<file path="src/rtl/it2_fuzzy_pkg.sv">
// Shared types and width helpers for the IT2 fuzzy inference engine.
package it2_fuzzy_pkg;

  typedef enum logic [2:0] {
    ST_IDLE,
    ST_SWEEP,
    ST_ACCUM,
    ST_DIVIDE,
    ST_DONE
  } fsm_e;

  // Ceiling log2, never below 1 so every derived field has a legal width.
  function automatic int clog2(input int n);
    int r;
    r = 0;
    while ((1 << r) < n) r++;
    return (r < 1) ? 1 : r;
  endfunction

  // Consequent index width (CW).
  function automatic int cw_of(input int ncons);
    return clog2(ncons);
  endfunction

  // Rule index width (RW).
  function automatic int rw_of(input int nsets);
    return clog2(nsets * nsets);
  endfunction

  // Numerator width: (up+low)*c summed over NCONS consequents.
  function automatic int numw_of(input int w, input int ncons);
    return 2 * w + 1 + clog2(ncons);
  endfunction

  // Denominator width: (up+low) summed over NCONS consequents.
  function automatic int denw_of(input int w, input int ncons);
    return w + 1 + clog2(ncons);
  endfunction

  // Widths for the default configuration (W=8, NSETS=3, NCONS=3).
  localparam int DEF_CW   = cw_of(3);
  localparam int DEF_RW   = rw_of(3);
  localparam int DEF_NUMW = numw_of(8, 3);
  localparam int DEF_DENW = denw_of(8, 3);

endpackage

</file>
<file path="src/rtl/it2_seq_divider.sv">
// Restoring divider: W-bit floor quotient of num/den in exactly W cycles.
// The caller guarantees num < den << W, so the quotient cannot overflow.
module it2_seq_divider
  import it2_fuzzy_pkg::*;
#(
  parameter int W    = 8,
  parameter int NUMW = 19,
  parameter int DENW = 11
) (
  input  logic            clk_i,
  input  logic            rst_ni,
  input  logic            start_i,
  input  logic [NUMW-1:0] num_i,
  input  logic [DENW-1:0] den_i,
  output logic [W-1:0]    quo_o,
  output logic            done_o
);

  localparam int SW = clog2(W);

  logic [NUMW-1:0] rem_q, dvs_q;
  logic [W-1:0]    quo_q;
  logic [SW-1:0]   cnt_q;
  logic            run_q, done_q;

  logic [NUMW-1:0] cur_rem, cur_dvs, nxt_rem;
  logic            ge;

  // The start cycle already performs the first (MSB) step on the fresh operands.
  always_comb begin
    cur_rem = start_i ? num_i : rem_q;
    cur_dvs = start_i ? (NUMW'(den_i) << (W - 1)) : dvs_q;
    ge      = (cur_rem >= cur_dvs);
    nxt_rem = ge ? (cur_rem - cur_dvs) : cur_rem;
  end

  // One quotient bit per cycle, MSB first; done pulses after the W-th bit.
  always_ff @(posedge clk_i or negedge rst_ni) begin
    if (!rst_ni) begin
      rem_q  <= '0;
      dvs_q  <= '0;
      quo_q  <= '0;
      cnt_q  <= '0;
      run_q  <= 1'b0;
      done_q <= 1'b0;
    end else begin
      done_q <= 1'b0;
      if (start_i) begin
        rem_q <= nxt_rem;
        dvs_q <= cur_dvs >> 1;
        quo_q <= {{(W-1){1'b0}}, ge};
        cnt_q <= SW'(1);
        run_q <= 1'b1;
      end else if (run_q) begin
        rem_q <= nxt_rem;
        dvs_q <= cur_dvs >> 1;
        quo_q <= {quo_q[W-2:0], ge};
        if (cnt_q == SW'(W - 1)) begin
          run_q  <= 1'b0;
          done_q <= 1'b1;
        end else begin
          cnt_q <= cnt_q + SW'(1);
        end
      end
    end
  end

  assign quo_o  = quo_q;
  assign done_o = done_q;

endmodule

</file>
<file path="src/rtl/it2_fuzzy_engine.sv">
// Interval type-2 fuzzy inference: min/max rule sweep over NSETS x NSETS
// rules, then Nie-Tan defuzzification y = sum((up+low)*c) / sum(up+low).
module it2_fuzzy_engine
  import it2_fuzzy_pkg::*;
#(
  parameter int W         = 8,
  parameter int NSETS     = 3,
  parameter int NCONS     = 3,
  parameter int SKIP_ZERO = 0
) (
  input  logic                                  clk_0,
  input  logic                                  Srst,
  input  logic                                  start,
  input  logic [NSETS*W-1:0]                    mu_up_a,
  input  logic [NSETS*W-1:0]                    mu_low_a,
  input  logic [NSETS*W-1:0]                    mu_up_b,
  input  logic [NSETS*W-1:0]                    mu_low_b,
  input  logic [NSETS*NSETS*cw_of(NCONS)-1:0]   rule_cons,
  input  logic [NCONS*W-1:0]                    centroid,
  output logic                                  busy,
  output logic                                  done,
  output logic [W-1:0]                          y,
  output logic                                  div_zero,
  output logic [NCONS*W-1:0]                    agg_up,
  output logic [NCONS*W-1:0]                    agg_low,
  output logic [rw_of(NSETS)-1:0]               rule_idx
);

  localparam int NR   = NSETS * NSETS;
  localparam int CW   = cw_of(NCONS);
  localparam int RW   = rw_of(NSETS);
  localparam int NUMW = numw_of(W, NCONS);
  localparam int DENW = denw_of(W, NCONS);

  typedef logic [W-1:0] deg_t;

  // Port views and input-sanity clamp (low never above up).
  deg_t [NSETS-1:0]        in_up_a, in_low_a, in_up_b, in_low_b;
  deg_t [NSETS-1:0]        cl_low_a, cl_low_b;
  logic [NR-1:0][CW-1:0]   in_cons;
  deg_t [NCONS-1:0]        in_cent;

  assign in_up_a  = mu_up_a;
  assign in_low_a = mu_low_a;
  assign in_up_b  = mu_up_b;
  assign in_low_b = mu_low_b;
  assign in_cons  = rule_cons;
  assign in_cent  = centroid;

  for (genvar s = 0; s < NSETS; s++) begin : g_clamp
    assign cl_low_a[s] = (in_low_a[s] > in_up_a[s]) ? in_up_a[s] : in_low_a[s];
    assign cl_low_b[s] = (in_low_b[s] > in_up_b[s]) ? in_up_b[s] : in_low_b[s];
  end

  // Run-time state
  fsm_e                  state_q;
  deg_t [NSETS-1:0]      up_a_q, low_a_q, up_b_q, low_b_q;
  logic [NR-1:0][CW-1:0] cons_q;
  deg_t [NCONS-1:0]      cent_q, agg_up_q, agg_low_q;
  logic [RW-1:0]         rule_q;
  logic [CW-1:0]         k_q;
  logic [NUMW-1:0]       num_q;
  logic [DENW-1:0]       den_q;
  deg_t                  y_q;
  logic                  dz_q, busy_q, done_q, div_go_q;

  // Per-rule firing strengths and activity masks (port side for the first
  // jump target, latched side for the sweep itself).
  deg_t [NR-1:0] str_up, str_low;
  logic [NR-1:0] act_p, act_q;

  for (genvar r = 0; r < NR; r++) begin : g_rule
    localparam int I = r / NSETS;
    localparam int J = r % NSETS;
    assign str_up[r]  = (up_a_q[I]  < up_b_q[J])  ? up_a_q[I]  : up_b_q[J];
    assign str_low[r] = (low_a_q[I] < low_b_q[J]) ? low_a_q[I] : low_b_q[J];
    assign act_p[r]   = (in_up_a[I] != '0) && (in_up_b[J] != '0);
    assign act_q[r]   = (up_a_q[I]  != '0) && (up_b_q[J]  != '0);
  end

  // Priority encoders: first active rule at request time, next rule after rule_q.
  logic [RW-1:0] first_idx, nxt_idx;
  logic          nxt_found, do_rule;

  always_comb begin
    first_idx = '0;
    nxt_idx   = '0;
    nxt_found = 1'b0;
    for (int r = NR - 1; r >= 0; r--) begin
      if (act_p[r]) first_idx = RW'(r);
      if (((SKIP_ZERO == 0) || act_q[r]) && (RW'(r) > rule_q)) begin
        nxt_found = 1'b1;
        nxt_idx   = RW'(r);
      end
    end
    do_rule = (SKIP_ZERO == 0) || act_q[rule_q];
  end

  // Accumulation term for consequent k_q.
  logic [W:0]     sum_k;
  logic [2*W:0]   prod_k;

  always_comb begin
    sum_k  = {1'b0, agg_up_q[k_q]} + {1'b0, agg_low_q[k_q]};
    prod_k = {{W{1'b0}}, sum_k} * {{(W+1){1'b0}}, cent_q[k_q]};
  end

  logic [W-1:0] quo;
  logic         div_done;

  it2_seq_divider #(
    .W    (W),
    .NUMW (NUMW),
    .DENW (DENW)
  ) u_div (
    .clk_i   (clk_0),
    .rst_ni  (Srst),
    .start_i (div_go_q),
    .num_i   (num_q),
    .den_i   (den_q),
    .quo_o   (quo),
    .done_o  (div_done)
  );

  // Main FSM with all datapath registers and registered outputs.
  always_ff @(posedge clk_0 or negedge Srst) begin
    if (!Srst) begin
      state_q   <= ST_IDLE;
      up_a_q    <= '0;
      low_a_q   <= '0;
      up_b_q    <= '0;
      low_b_q   <= '0;
      cons_q    <= '0;
      cent_q    <= '0;
      agg_up_q  <= '0;
      agg_low_q <= '0;
      rule_q    <= '0;
      k_q       <= '0;
      num_q     <= '0;
      den_q     <= '0;
      y_q       <= '0;
      dz_q      <= 1'b0;
      busy_q    <= 1'b0;
      done_q    <= 1'b0;
      div_go_q  <= 1'b0;
    end else begin
      done_q   <= 1'b0;
      div_go_q <= 1'b0;
      case (state_q)
        ST_IDLE: begin
          if (start) begin
            up_a_q    <= in_up_a;
            low_a_q   <= cl_low_a;
            up_b_q    <= in_up_b;
            low_b_q   <= cl_low_b;
            cons_q    <= in_cons;
            cent_q    <= in_cent;
            agg_up_q  <= '0;
            agg_low_q <= '0;
            num_q     <= '0;
            den_q     <= '0;
            k_q       <= '0;
            rule_q    <= (SKIP_ZERO != 0) ? first_idx : '0;
            busy_q    <= 1'b1;
            state_q   <= ST_SWEEP;
          end
        end
        ST_SWEEP: begin
          for (int k = 0; k < NCONS; k++) begin
            if (do_rule && (cons_q[rule_q] == CW'(k))) begin
              if (str_up[rule_q]  > agg_up_q[k])  agg_up_q[k]  <= str_up[rule_q];
              if (str_low[rule_q] > agg_low_q[k]) agg_low_q[k] <= str_low[rule_q];
            end
          end
          if (nxt_found) rule_q  <= nxt_idx;
          else           state_q <= ST_ACCUM;
        end
        ST_ACCUM: begin
          den_q <= den_q + {{(DENW-W-1){1'b0}}, sum_k};
          num_q <= num_q + {{(NUMW-2*W-1){1'b0}}, prod_k};
          if (k_q == CW'(NCONS - 1)) begin
            state_q  <= ST_DIVIDE;
            div_go_q <= 1'b1;
          end else begin
            k_q <= k_q + CW'(1);
          end
        end
        ST_DIVIDE: begin
          // The divider runs even for den==0 to keep latency constant;
          // its quotient is discarded in that case.
          if (div_done) begin
            y_q     <= (den_q == '0) ? '0 : quo;
            dz_q    <= (den_q == '0);
            busy_q  <= 1'b0;
            done_q  <= 1'b1;
            state_q <= ST_DONE;
          end
        end
        ST_DONE: state_q <= ST_IDLE;
        default: state_q <= ST_IDLE;
      endcase
    end
  end

  assign busy     = busy_q;
  assign done     = done_q;
  assign y        = y_q;
  assign div_zero = dz_q;
  assign agg_up   = agg_up_q;
  assign agg_low  = agg_low_q;
  assign rule_idx = rule_q;

endmodule

</file>
<file path="config.mk">
export PLATFORM = sky130hd
export DESIGN_NAME = it2_fuzzy_engine
export DESIGN_NICKNAME = d
export VERILOG_FILES = /design/src/rtl/it2_fuzzy_pkg.sv /design/src/rtl/it2_seq_divider.sv /design/src/rtl/it2_fuzzy_engine.sv
export SDC_FILE = /design/constraint.sdc
export NUM_CORES = 1
export LEC_CHECK = 0
export CELL_PAD_IN_SITES_DETAIL_PLACEMENT = 2
export CELL_PAD_IN_SITES_GLOBAL_PLACEMENT = 2
export CORE_ASPECT_RATIO = 1.75
export CORE_MARGIN = 5
export CORE_UTILIZATION = 34
export DETAILED_ROUTE_END_ITERATION = 16
export HOLD_SLACK_MARGIN = 0.05
export PLACE_DENSITY = 0.91
export SLEW_MARGIN = 20
export SYNTH_ARGS = -nofsm -noshare
export SYNTH_HDL_FRONTEND = slang
export SYNTH_HIERARCHICAL = 1
export SYNTH_SLANG_ARGS = --single-unit
export TNS_END_PERCENT = 5
</file>
<file path="constraint.sdc">
create_clock -name clk_0 -period 7.3 [get_ports clk_0]
set_input_delay 0.73 -clock clk_0 [delete_from_list [all_inputs] [get_ports clk_0]]
set_output_delay 0.73 -clock clk_0 [all_outputs]
set_load 0.01 [all_outputs]
</file>
* Word level (Yosys, flattened, before mapping)
Cells that the tools add are included.
Widths: inputs -> output; s select.
** Word-level totals
- Register bits after elaboration :: 288
- Input bits :: 141
- Output and inout bits :: 63
** Operators by class
- $add $sub $neg :: 6
- Multipliers :: 1
- Magnitude comparators :: 42
- Equal/unequal tests :: 23
- Multiplexer cells :: 110
- Reduce and logical (&&, ||, !) cells :: 21
** Operators by type and width (count)
- $mux 8 :: 44
- $mux 19 :: 8
- $lt 8x8->1 :: 18
- $gt 8x8->1 :: 12
- $pmux 24 s2 :: 2
- $bmux 8 s4 :: 2
- $bmux 8 s2 :: 3
- $mux 4 :: 11
- $pmux 19 s2 :: 1
- $ne 2x2->1 const B :: 15
- $reduce_and 4->1 :: 7
- $mux 24 :: 1
- $pmux 11 s2 :: 1
- $mux 1 :: 21
- $mux 3 :: 7
- $add 19x17->19 :: 1
- $ge 19x19->1 :: 1
- $sub 19x19->19 :: 1
- $mul 9x8->17 :: 1
- $gt 3x4->1 const A :: 4
- $pmux 3 s4 :: 1
- $add 11x9->11 :: 1
- $logic_not 11->1 :: 1
- $mux 11 :: 1
- other kinds (24) :: 38

* Longest topological paths before layout
- Word-level depth :: 12
- Gate-level depth with buffers :: 34
- Depth with buffers taken out :: 32

* By module
Netlist, hierarchy kept.
** By module, submodules not included
- it2_fuzzy_engine :: times used 1, cells each 2459, area each 21541.9 µm², seq. area each 5930.7 µm²
- it2_seq_divider :: times used 1, cells each 392, area each 3558.4 µm², seq. area each 1226.2 µm²

* Worst setup path before layout
OpenSTA, ideal clock, no wires.
- Path kind :: reg2reg
- Start point :: register k_q[1]
- End point :: register num_q[18]
- Setup time :: 0.131 ns
- Arrival :: 6.756 ns
- Required time :: 7.169 ns
- Slack :: 0.413 ns
- Stages on the path, launching flop included :: 31
- Clock period less this slack :: 6.887 ns
- Path through :: dfrtp_1 > clkbuf_1 > clkbuf_1 > mux2i_1 > o21ai_0 > ha_1 > a21o_1 > a21oi_1 > o21bai_1 > a21oi_1 > o21bai_1 > a21oi_1 > xor2_1 > inv_1 > nand2_1 > fa_1 > inv_1 > fa_1 > fa_1 > inv_1 > fa_1 > inv_1 > ha_1 > o21ai_0 > nand2b_1 > a31oi_1 > a21oi_1 > a221oi_1 > xor2_1 > o211ai_1 > o31ai_1
** Between the ends
- Cells in the longest elaborated chain, start to end :: 6
** Ends and longest elaborated chain
- from (decl) :: line it2_fuzzy_engine.sv:61 : logic [CW-1:0] k_q;
- from (signal assigned) :: line it2_fuzzy_engine.sv:185 : k_q <= k_q + CW'(1);
- $bmux 8 s2 :: line it2_fuzzy_engine.sv:104 : sum_k = {1'b0, agg_up_q[k_q]} + {1'b0, agg_low_q[k_q]};
- $mux 8 (implied by the code) :: line it2_fuzzy_engine.sv:104
- $add 8x8->9 :: line it2_fuzzy_engine.sv:104
- $mul 9x8->17 * :: line it2_fuzzy_engine.sv:105 : prod_k = {{W{1'b0}}, sum_k} * {{(W+1){1'b0}}, cent_q[k_q]};
- $add 19x17->19 * :: line it2_fuzzy_engine.sv:180 : num_q <= num_q + {{(NUMW-2*W-1){1'b0}}, prod_k};
- $pmux 19 s2 * :: line it2_fuzzy_engine.sv:149 : case (state_q)
- to (signal assigned) :: line it2_fuzzy_engine.sv:180
- to (decl) :: line it2_fuzzy_engine.sv:62 : logic [NUMW-1:0] num_q;
Every way passes the cells marked *; elsewhere a longest branch is shown, timed or not. The select of a mux whose other input is x is not followed.
A chain may end at the register's enable or synchronous reset.

* Worst setup path in the final report
Same ends and word-level chain as after synthesis.

==> metrics <==
area leader, netlist=dfrtp_1; Setup violations, final=0; count of fill cells added during filler insertion=7950; kind of critical path=reg2reg; share of flip-flops with an asynchronous set or reset=100%; shortest clock period the worst path allows after layout=7150 ps; Register-to-Register Path Depth=29; Hold/Removal Path Class=in2async; H-tree levels=2; number of sinks driven by the clock tree=286; post-synth top area share=28.5%; relative slew slack=23.5%; cell count after synthesis=2851; Yosys warnings=6; slew at the pin closest to its max-slew limit=1140 ps; pin count of the biggest net entering global routing=76; number of iterations in the first detailed-routing pass=6; complex-gate fraction of the synthesized area=19.7%; endpoints failing hold=0; number of distinct library cells after synthesis=98; share of layout cells above drive strength 1=6.99%; Netlist Area Pre-Place=25100 µm²; net count after synthesis=3352; endpoint kind of the worst setup timing path=flop; number of placed cells counting well taps=3913; effective utilization at floorplan=34.3%; area enclosed by the die boundary=79600 µm²; Post-CTS Hold Fix Bufs=0; critical path's most frequent cell=fa_1; mean instance size in the synthesized netlist=8.80 µm²; area share of xor/xnor cells in the synthesized design=1.29%; share of the cycle needed by the critical path after routing=98.0%; largest stage delay on the critical path=580 ps; clock input transition at the sequential cells of the worst setup and hold paths=80 ps; reg2reg setup slack=150 ps; number of antenna violations at the first check in global routing=5; top_reg_cell synth=dfrtp_1; leading post-synthesis cells by cell area=dfrtp_1, ha_1, mux2i_1; routed len/inst=32.3 µm; Synth Area in Simple Gates=14.5%; width of the die=215 µm; Post-Route Skew=50.1 ps; Non-Filler Cell Area, Final=29400 µm²; Placeable Area=73100 µm²; total grt overflow=0; largest family of logic cells by synthesized area=adder cells; CP required=7790 ps; Post-DRT Antenna Nets=0; area share of fa/ha/maj cells after synthesis=19.7%; achievable clock frequency=140 MHz; Most Used Layer, Global Route=met2; number of enable-type register cells in the synthesized netlist=0; flip-flop and latch count after synthesis=286; routing usage on met3=7.06%; Die H=369 µm; wire length of the first global-routing pass=187000 µm; Total Wirelength=129000 µm; capture instance of the worst register-to-register path=num_q[18]; part of the Yosys area used for sequential elements=28.5%; number of rows created at floorplan=131; via count of the first global-routing pass=29300; element type at the critical path start=flop; critical-path maximum fanout=9; Clk Tree Root Cell=clkbuf_16; mux cell area share after synthesis=10.1%; Overall Global Routing Usage=30.9%; total number of vias=25300; number of violations of the max-capacitance limit=0; number of buffers added on ports=203; met1 Use GR=27.6%; met2 track demand over resource=56.0%; Syn-to-layout area delta=17.2%; count of placed standard cells in the final layout, fillers left out=3981; Starting DRT DRC Count=1800; Post-route DRC=0; Bufs on Longest Clock Path=3; number of buffers created by CTS=34; vias per cell=6.35; beginning of the worst register-to-register path=k_q[1]; clock tree from TritonCTS=yes; data arrival time of the critical path=7640 ps; global placement routability congestion=0.962; source-to-sink clock delay at the later pin of the worst-skew pair=610 ps; net total in the final layout=3525; outcome=complete, no violations; Post-DP Area=28200 µm²; Max Transition Viols Final=0; commonest cells after routing, fill and taps aside=nand2_1, ha_1, dfrtp_1; most frequent standard cell in the layout excluding fill and tap cells=nand2_1; I/O pins=204; standard cell with the maximum stage delay on the critical path=fa_1; detailed placer's ending HPWL=93600 µm
cell usage after synthesis, drive strengths merged, types with 22 or more instances:
library cell	n
nand2	414
ha	300
dfrtp	286
inv	269
o21ai	231
mux2i	197
nor2	189
a21oi	123
clkbuf	87
fa	60
a21o	51
nor3	40
nand2b	36
nand3	35
buf	34
a22o	28
mux2	27
a211oi	25
o211ai	25
o21a	25
o221ai	24
a221o	23
a31oi	23
nand4	23
nor2b	22
stage by stage:
stage / setup TNS (ps) / utilization (%) / setup slack (ps) / hold WS (ps)
2_1_floorplan: 0 / - / 413 / 434
3_3_place_gp: 0 / 38.5 / 279 / 454
3_5_place_dp: -259 / 38.5 / -209 / 470
4_1_cts: 0 / 40.1 / 24.8 / 133
5_1_grt: -131 / 40.2 / -87.9 / 149
6_report: 0 / 40.2 / 149 / 102
state kept, by name, indices dropped and copies added (netlist names), 3 cells and up:
| name | count |
|---|---|
| agg_up | 24 |
| den_q | 11 |
| rule_idx | 4 |
| cent_q | 24 |
| cons_q | 18 |
| u_div/rem_q | 19 |
| agg_low | 24 |
| num_q | 19 |
| low_a_q | 24 |
| low_b_q | 24 |
| up_a_q | 24 |
| y | 8 |
| state_q | 3 |
| u_div/dvs_q | 17 |
| up_b_q | 24 |
| u_div/cnt_q | 3 |
| u_div/quo_o | 8 |
routing by layer:
| layer | part of all wire [%] | wire, µm |
|---|---|---|
| met5 | 0.010 | 13 |
| met3 | 6.3 | 8120 |
| met1 | 31 | 39600 |
| met2 | 50 | 64400 |
| met4 | 13 | 16600 |
cell type report:
type                       count  area, µm²  share of cell area (%)
sequential                   286       7160                    24.3
timing repair buffer         258       2470                    8.41
antenna                        3       7.51                  0.0255
clock buffer                  44        898                    3.05
multi-input combinational   2175      16500                    56.1
inverter                     269       1010                    3.45
tap                          931       1160                    3.96
clock inverter                15        205                   0.698
how the worst max path moves through the flow:
stage	cells after the start	start	end
floorplan	30	k_q[1]	num_q[18]
global placement	28	k_q[1]	num_q[18]
detailed placement	29	k_q[1]	num_q[18]
CTS	31	k_q[1]	num_q[18]
global route	31	k_q[1]	num_q[18]
finish	29	k_q[1]	num_q[18]
cell families after synthesis:
logic type	Yosys count
fa+ha+maj	360
flops	286
xor+xnor	37
simple gates	827
mux	236
buf+inv	390
compound gates	715
critical path, delay by kind of cell (launching register included):
| kind | cells | cell delay (ps) |
|---|---|---|
| flip-flops | 1 | 460 |
| buffers and inverters | 4 | 350 |
| XOR/XNOR | 2 | 770 |
| AND/OR/NAND/NOR | 6 | 810 |
| AO/OA/AOI/OAI | 10 | 1690 |
| adder cells (fa/ha/maj) | 7 | 2980 |
timing repair:
action / CTS / global route
pin swaps: 2 / 6
setup buffers: 5 / 1
resized for setup: 8 / 12
hold endpoints to repair: 0 / 0
endpoints found under the setup margin: 2 / 3
Power is not shown: default switching activity piles up to over one toggle a cycle in this logic, so the estimate is an artifact.
